File: config.mk
export PLATFORM = sky130hd
export DESIGN_NAME = light_phase_scheduler
export DESIGN_NICKNAME = d
export VERILOG_FILES = /design/src/rtl/light_phase_scheduler.sv
export SDC_FILE = /design/constraint.sdc
export NUM_CORES = 1
export LEC_CHECK = 0
export ABC_CLOCK_PERIOD_IN_PS = 1850
export CAP_MARGIN = 5
export CORE_MARGIN = 3
export CORE_UTILIZATION = 28
export DETAILED_ROUTE_END_ITERATION = 8
export PLACE_DENSITY_LB_ADDON = 0.08
export SLEW_MARGIN = 0
export SYNTH_ARGS = -nofsm -noshare
export SYNTH_HDL_FRONTEND = slang
export SYNTH_SLANG_ARGS = --single-unit
File: constraint.sdc
create_clock -name clk -period 1.85 [get_ports clk]
set_clock_uncertainty 0.2 [all_clocks]
set_input_delay 0.185 -clock clk [delete_from_list [all_inputs] [get_ports clk]]
set_output_delay 0.185 -clock clk [all_outputs]
set_load 0.01 [all_outputs]
File: src/rtl/light_phase_scheduler.sv
// Four-way intersection phase sequencer: NS green / clear / EW green / clear,
// with optional protected-left phases compiled in by defining LEFT_PHASE_EN.
module light_phase_scheduler #(
  parameter int unsigned TW         = 8,
  parameter int unsigned MIN_GREEN  = 20,
  parameter int unsigned MAX_GREEN  = 100,
  parameter int unsigned CLEAR_TIME = 6,
  parameter int unsigned LEFT_TIME  = 10
) (
  input  logic        clk,
  input  logic        rst,
  input  logic [7:0]  sensor_light,
  input  logic [29:0] general_sensors,
  output logic [2:0]  outN,
  output logic [2:0]  outS,
  output logic [2:0]  outE,
  output logic [2:0]  outW,
  output logic [29:0] debug_port
);

  localparam logic [2:0] STOP = 3'b000;
  localparam logic [2:0] GO   = 3'b100;
`ifdef LEFT_PHASE_EN
  localparam logic [2:0] LEFT = 3'b010;
  localparam logic [TW-1:0] LEFT_T = TW'(LEFT_TIME);
`endif
  localparam logic [TW-1:0] MIN_T = TW'(MIN_GREEN);
  localparam logic [TW-1:0] MAX_T = TW'(MAX_GREEN);
  localparam logic [TW-1:0] CLR_T = TW'(CLEAR_TIME);

  if (MIN_GREEN > MAX_GREEN || MAX_GREEN > (2**TW) - 1 ||
      CLEAR_TIME > (2**TW) - 1 || LEFT_TIME > (2**TW) - 1) begin : g_param_err
    $error("light_phase_scheduler: illegal timing parameters");
  end

  typedef enum logic [2:0] {
    NS_GO  = 3'd0,
    NS_CLR = 3'd1,
    EW_GO  = 3'd2,
    EW_CLR = 3'd3
`ifdef LEFT_PHASE_EN
    ,
    NS_LT  = 3'd4,
    EW_LT  = 3'd5
`endif
  } state_e;

  state_e        state_q, state_d;
  logic [TW-1:0] timer_q, timer_d;
  logic [2:0]    n_q, s_q, e_q, w_q;
  logic [2:0]    n_d, s_d, e_d, w_d;
  logic          ns_dem, ew_dem, box_busy;
  logic [7:0]    dbg_tim;
  logic          unused_general;

  assign ns_dem   = sensor_light[6] | sensor_light[4];
  assign ew_dem   = sensor_light[5] | sensor_light[7];
  assign box_busy = |sensor_light[3:0];
  assign unused_general = ^general_sensors;

  always_comb begin
    state_d = state_q;
    case (state_q)
      NS_GO:
        if (timer_q >= MIN_T && ew_dem && (!ns_dem || timer_q >= MAX_T)) state_d = NS_CLR;
      EW_GO:
        if (timer_q >= MIN_T && ns_dem && (!ew_dem || timer_q >= MAX_T)) state_d = EW_CLR;
`ifdef LEFT_PHASE_EN
      NS_CLR: if (timer_q >= CLR_T && !box_busy) state_d = EW_LT;
      EW_CLR: if (timer_q >= CLR_T && !box_busy) state_d = NS_LT;
      NS_LT:  if (timer_q >= LEFT_T) state_d = NS_GO;
      EW_LT:  if (timer_q >= LEFT_T) state_d = EW_GO;
`else
      NS_CLR: if (timer_q >= CLR_T && !box_busy) state_d = EW_GO;
      EW_CLR: if (timer_q >= CLR_T && !box_busy) state_d = NS_GO;
`endif
      default: state_d = EW_CLR;
    endcase
  end

  // Saturating timer: a box that stays occupied must never wrap into an exit.
  always_comb begin
    if (state_d != state_q) timer_d = '0;
    else if (timer_q == '1) timer_d = timer_q;
    else                    timer_d = timer_q + TW'(1);
  end

  // Lights decode from the next state so they flip on the same edge as the state.
  always_comb begin
    n_d = STOP;
    s_d = STOP;
    e_d = STOP;
    w_d = STOP;
    case (state_d)
      NS_GO: begin n_d = GO; s_d = GO; end
      EW_GO: begin e_d = GO; w_d = GO; end
`ifdef LEFT_PHASE_EN
      NS_LT: begin n_d = LEFT; s_d = LEFT; end
      EW_LT: begin e_d = LEFT; w_d = LEFT; end
`endif
      default: ;
    endcase
  end

  always_ff @(posedge clk) begin
    if (rst) begin
      state_q <= EW_CLR;
      timer_q <= '0;
      n_q     <= STOP;
      s_q     <= STOP;
      e_q     <= STOP;
      w_q     <= STOP;
    end else begin
      state_q <= state_d;
      timer_q <= timer_d;
      n_q     <= n_d;
      s_q     <= s_d;
      e_q     <= e_d;
      w_q     <= w_d;
    end
  end

  if (TW >= 8) begin : g_tim_wide
    assign dbg_tim = timer_q[7:0];
  end else begin : g_tim_narrow
    assign dbg_tim = {{(8-TW){1'b0}}, timer_q};
  end

  assign outN = n_q;
  assign outS = s_q;
  assign outE = e_q;
  assign outW = w_q;
  assign debug_port = {11'd0, state_q, dbg_tim, sensor_light};

endmodule

==> impl_metrics.tcl, run 1 <==
set metrics [dict create \
    gr-usage-all-layers 0.103 \
    cts_tree "built" \
    root_buffer "clkbuf_4" \
    critPathMaxFanout 11 \
    cp.arrival_ns 1.82 \
    synth_largest_area_cell "dfxtp_1" \
    combPwrFrac 0.166 \
    end_kind "register" \
    die_area_mm2 0.00400 \
    synth-seq-area-share 0.283 \
    final_cell_area_mm2 0.00128 \
    clockPowerShare 0.316 \
    synth_top_area_frac 0.283 \
    nets 183 \
    place_area_mm2 0.00119 \
    final.min_clock_period_ns 1.84 \
    grt_pass1_wl_mm 3.39 \
    place_ws_ns -0.0479 \
    vdd_drop_max_mv 0.249 \
    yosysUniqueCellTypes 33 \
    rsz0062_at_grt "true" \
    grt_max_degree 12 \
    synth_edf_count 0 \
    syn_area_per_cell_um2 8.66 \
    setup_violations 0 \
    status "finished, final reports clean" \
    p_leak_uw 0.000501 \
    report.final.hold_viol_count 0 \
    cts_made_buffers 3 \
    hold_buffers 0 \
    yosysMostFrequentCell "buf_4" \
    ys_seq_elements 13 \
    layout-drive-gt1-share 0.193 \
    p_switching_uw 142 \
    area_growth_pct 39.8 \
    crit_type "reg2reg" \
    max_freq_mhz 543 \
    cts_sinks 13 \
    htree_num_levels 1 \
    grt_pass1_vias 736 \
    drt_iter0_markers 21 \
    drv_cap 0 \
    via_per_inst 4.29 \
    postRouteAntennaNets 0 \
    rows 20 \
    antenna_found_initial 0 \
    p_per_area_mw_per_mm2 430 \
    clk_pin_slew_ns 0.08 \
    via_count 789 \
    internal-power_uw 410 \
    maxSlewViolCount 0 \
    initial_core_util 0.296 \
    async_reset_ff_frac 0 \
    worst_slack_ns 0.00850 \
    sw_frac_of_total 0.257 \
    gp_congestion 0.785 \
    finalPower_uw 552 \
    overflow 0 \
    yosys-top-cells-area "dfxtp_1, buf_4, nor3_1, nor4_2, buf_6" \
    drt-total-wl_mm 2.09 \
    coreArea_mm2 0.00310 \
    dp_hpwl_mm 1.61 \
    drt-wirelength-per-cell_um 11.3 \
    port_buffers 32 \
    synth_common_cells "buf_4, dfxtp_1, nor3_1" \
    clk_latency_ns 0.27 \
    drc 0 \
    clk_path_buf_depth 2 \
    ys.flop_type "dfxtp_1" \
    drtPass1Iterations 4 \
    fin_crit_sh 0.995 \
    synth_warnings 0 \
    p_seq_frac 0.518 \
    synth_area_um2 918 \
    cp-start-kind "register" \
    die_h_um 63.3 \
    die_w_um 63.3 \
    antennaDiodeCount 0 \
    synthCells 106 \
    hold_class "in2reg" \
    ios 82 \
    worstPathRequired_ns 1.82 \
    hold_ws_ns 0.339 \
]
-- repair_timing --
item,CTS,global route
resized for setup,0,8
hold endpoints to repair,0,0
endpoints found under the setup margin,0,6
setup buffers,0,4
-- layout by cell type, fill, tap and decap left out, drive strengths merged --
master         Yosys  routed
mux2i              1       1
clkdlybuf4s50      0      32
o21ai              4       4
xor2               3       3
buf               33      12
nand2              5       5
or3                1       1
nand4              1       1
conb               1      20
o311a              1       1
a31oi              1       1
nand3b             1       1
a221o              1       1
nor4               7       7
and4               1       1
nand3              2       2
o211ai             2       2
nor2               5       5
dfxtp             13      13
nor3b              1       1
ha                 2       2
inv                3       3
a21oi              3       3
clkbuf             0       4
nor3               8       8
o2111ai            1       1
xnor2              1       1
mux2               2       2
and3               1       1
a211o              1       1
-- path summary, 6_finish.rpt --
path | start | to | slack [ns] | depth (start not counted)
max | dbg_tim[4] | outS[2] | 0.009 | 5
min | rst | outW[2] | 0.34 | 2
max reg2reg | dbg_tim[4] | outS[2] | 0.009 | 5
min reg2reg | state_q[0] | state_q[0] | 0.39 | 2
-- layout make-up --
cell class | count | area, um^2
fillers | 330 | 1820
multi-input cells | 76 | 503
repair buffers | 44 | 423
flip-flops and latches | 13 | 265
well taps | 44 | 55.1
clock buffers | 4 | 26.3
inverters | 3 | 11.3
-- kinds of logic after synthesis --
group / Yosys count / synth area share
AOI/OAI and AO/OA: 14 / 0.108
adders and majority gates: 2 / 0.0272
buffers and inverters: 36 / 0.292
and+or+nand+nor: 33 / 0.213
DFF: 13 / 0.283
xor gates and xnor gates: 4 / 0.0382
other: 1 / 0.00408
muxes: 3 / 0.0354
-- metrics by stage --
step	setup TNS, ns	utilization	instances
floorplan	0	-	125
global placement	-0.686	0.384	179
detailed placement	-0.158	0.384	179
CTS	0	0.392	183
global route	-0.148	0.414	184
finish	0	0.414	184
-- power by group through the flow --
| stage | registers (uW) | clock network, uW | logic [uW] |
|---|---|---|---|
| 3_3_place_gp | 293 | 0 | 88.0 |
| 5_1_grt | 287 | 191 | 99.9 |
| 6_report | 286 | 175 | 91.7 |
| 3_5_place_dp | 294 | 0 | 88.9 |
| 2_1_floorplan | 295 | 0 | 77.7 |
| 4_1_cts | 287 | 181 | 89.0 |
-- worst max-delay path, stage by stage, from the launching register on --
cell and delay (ns):
dfxtp_4 0.37, o311a_4 0.38, nor4_4 0.33, nor4_4 0.08, buf_12 0.15, nor4_1 0.23
-- routing by layer --
metal / GRT usage / share of wire / vias to the layer above
met1: 0.125 / 0.46 / 365
li1: - / - / 391
met4: 0.0485 / 0 / 0
met2: 0.177 / 0.47 / 33
met5: 0 / 0 / -
met3: 0.0178 / 0.075 / 0
-- flip-flops by register name, indices dropped and copies added, names as in the netlist --
register  cells
dbg_tim       8
state_q       3
outS          1
outW          1
Note: power is estimated with default switching activity, not from simulation.
==> inputs of run 2 (changes only) <==
--- a/config.mk
+++ b/config.mk
@@ -6,7 +6,7 @@
 export NUM_CORES = 1
 export LEC_CHECK = 0
 export ABC_CLOCK_PERIOD_IN_PS = 1850
-export CAP_MARGIN = 5
+export CAP_MARGIN = 10
 export CORE_MARGIN = 3
 export CORE_UTILIZATION = 28
 export DETAILED_ROUTE_END_ITERATION = 8
==> results of run 2 <==
The final DEF is identical to that of run 1; final timing and power are the same.
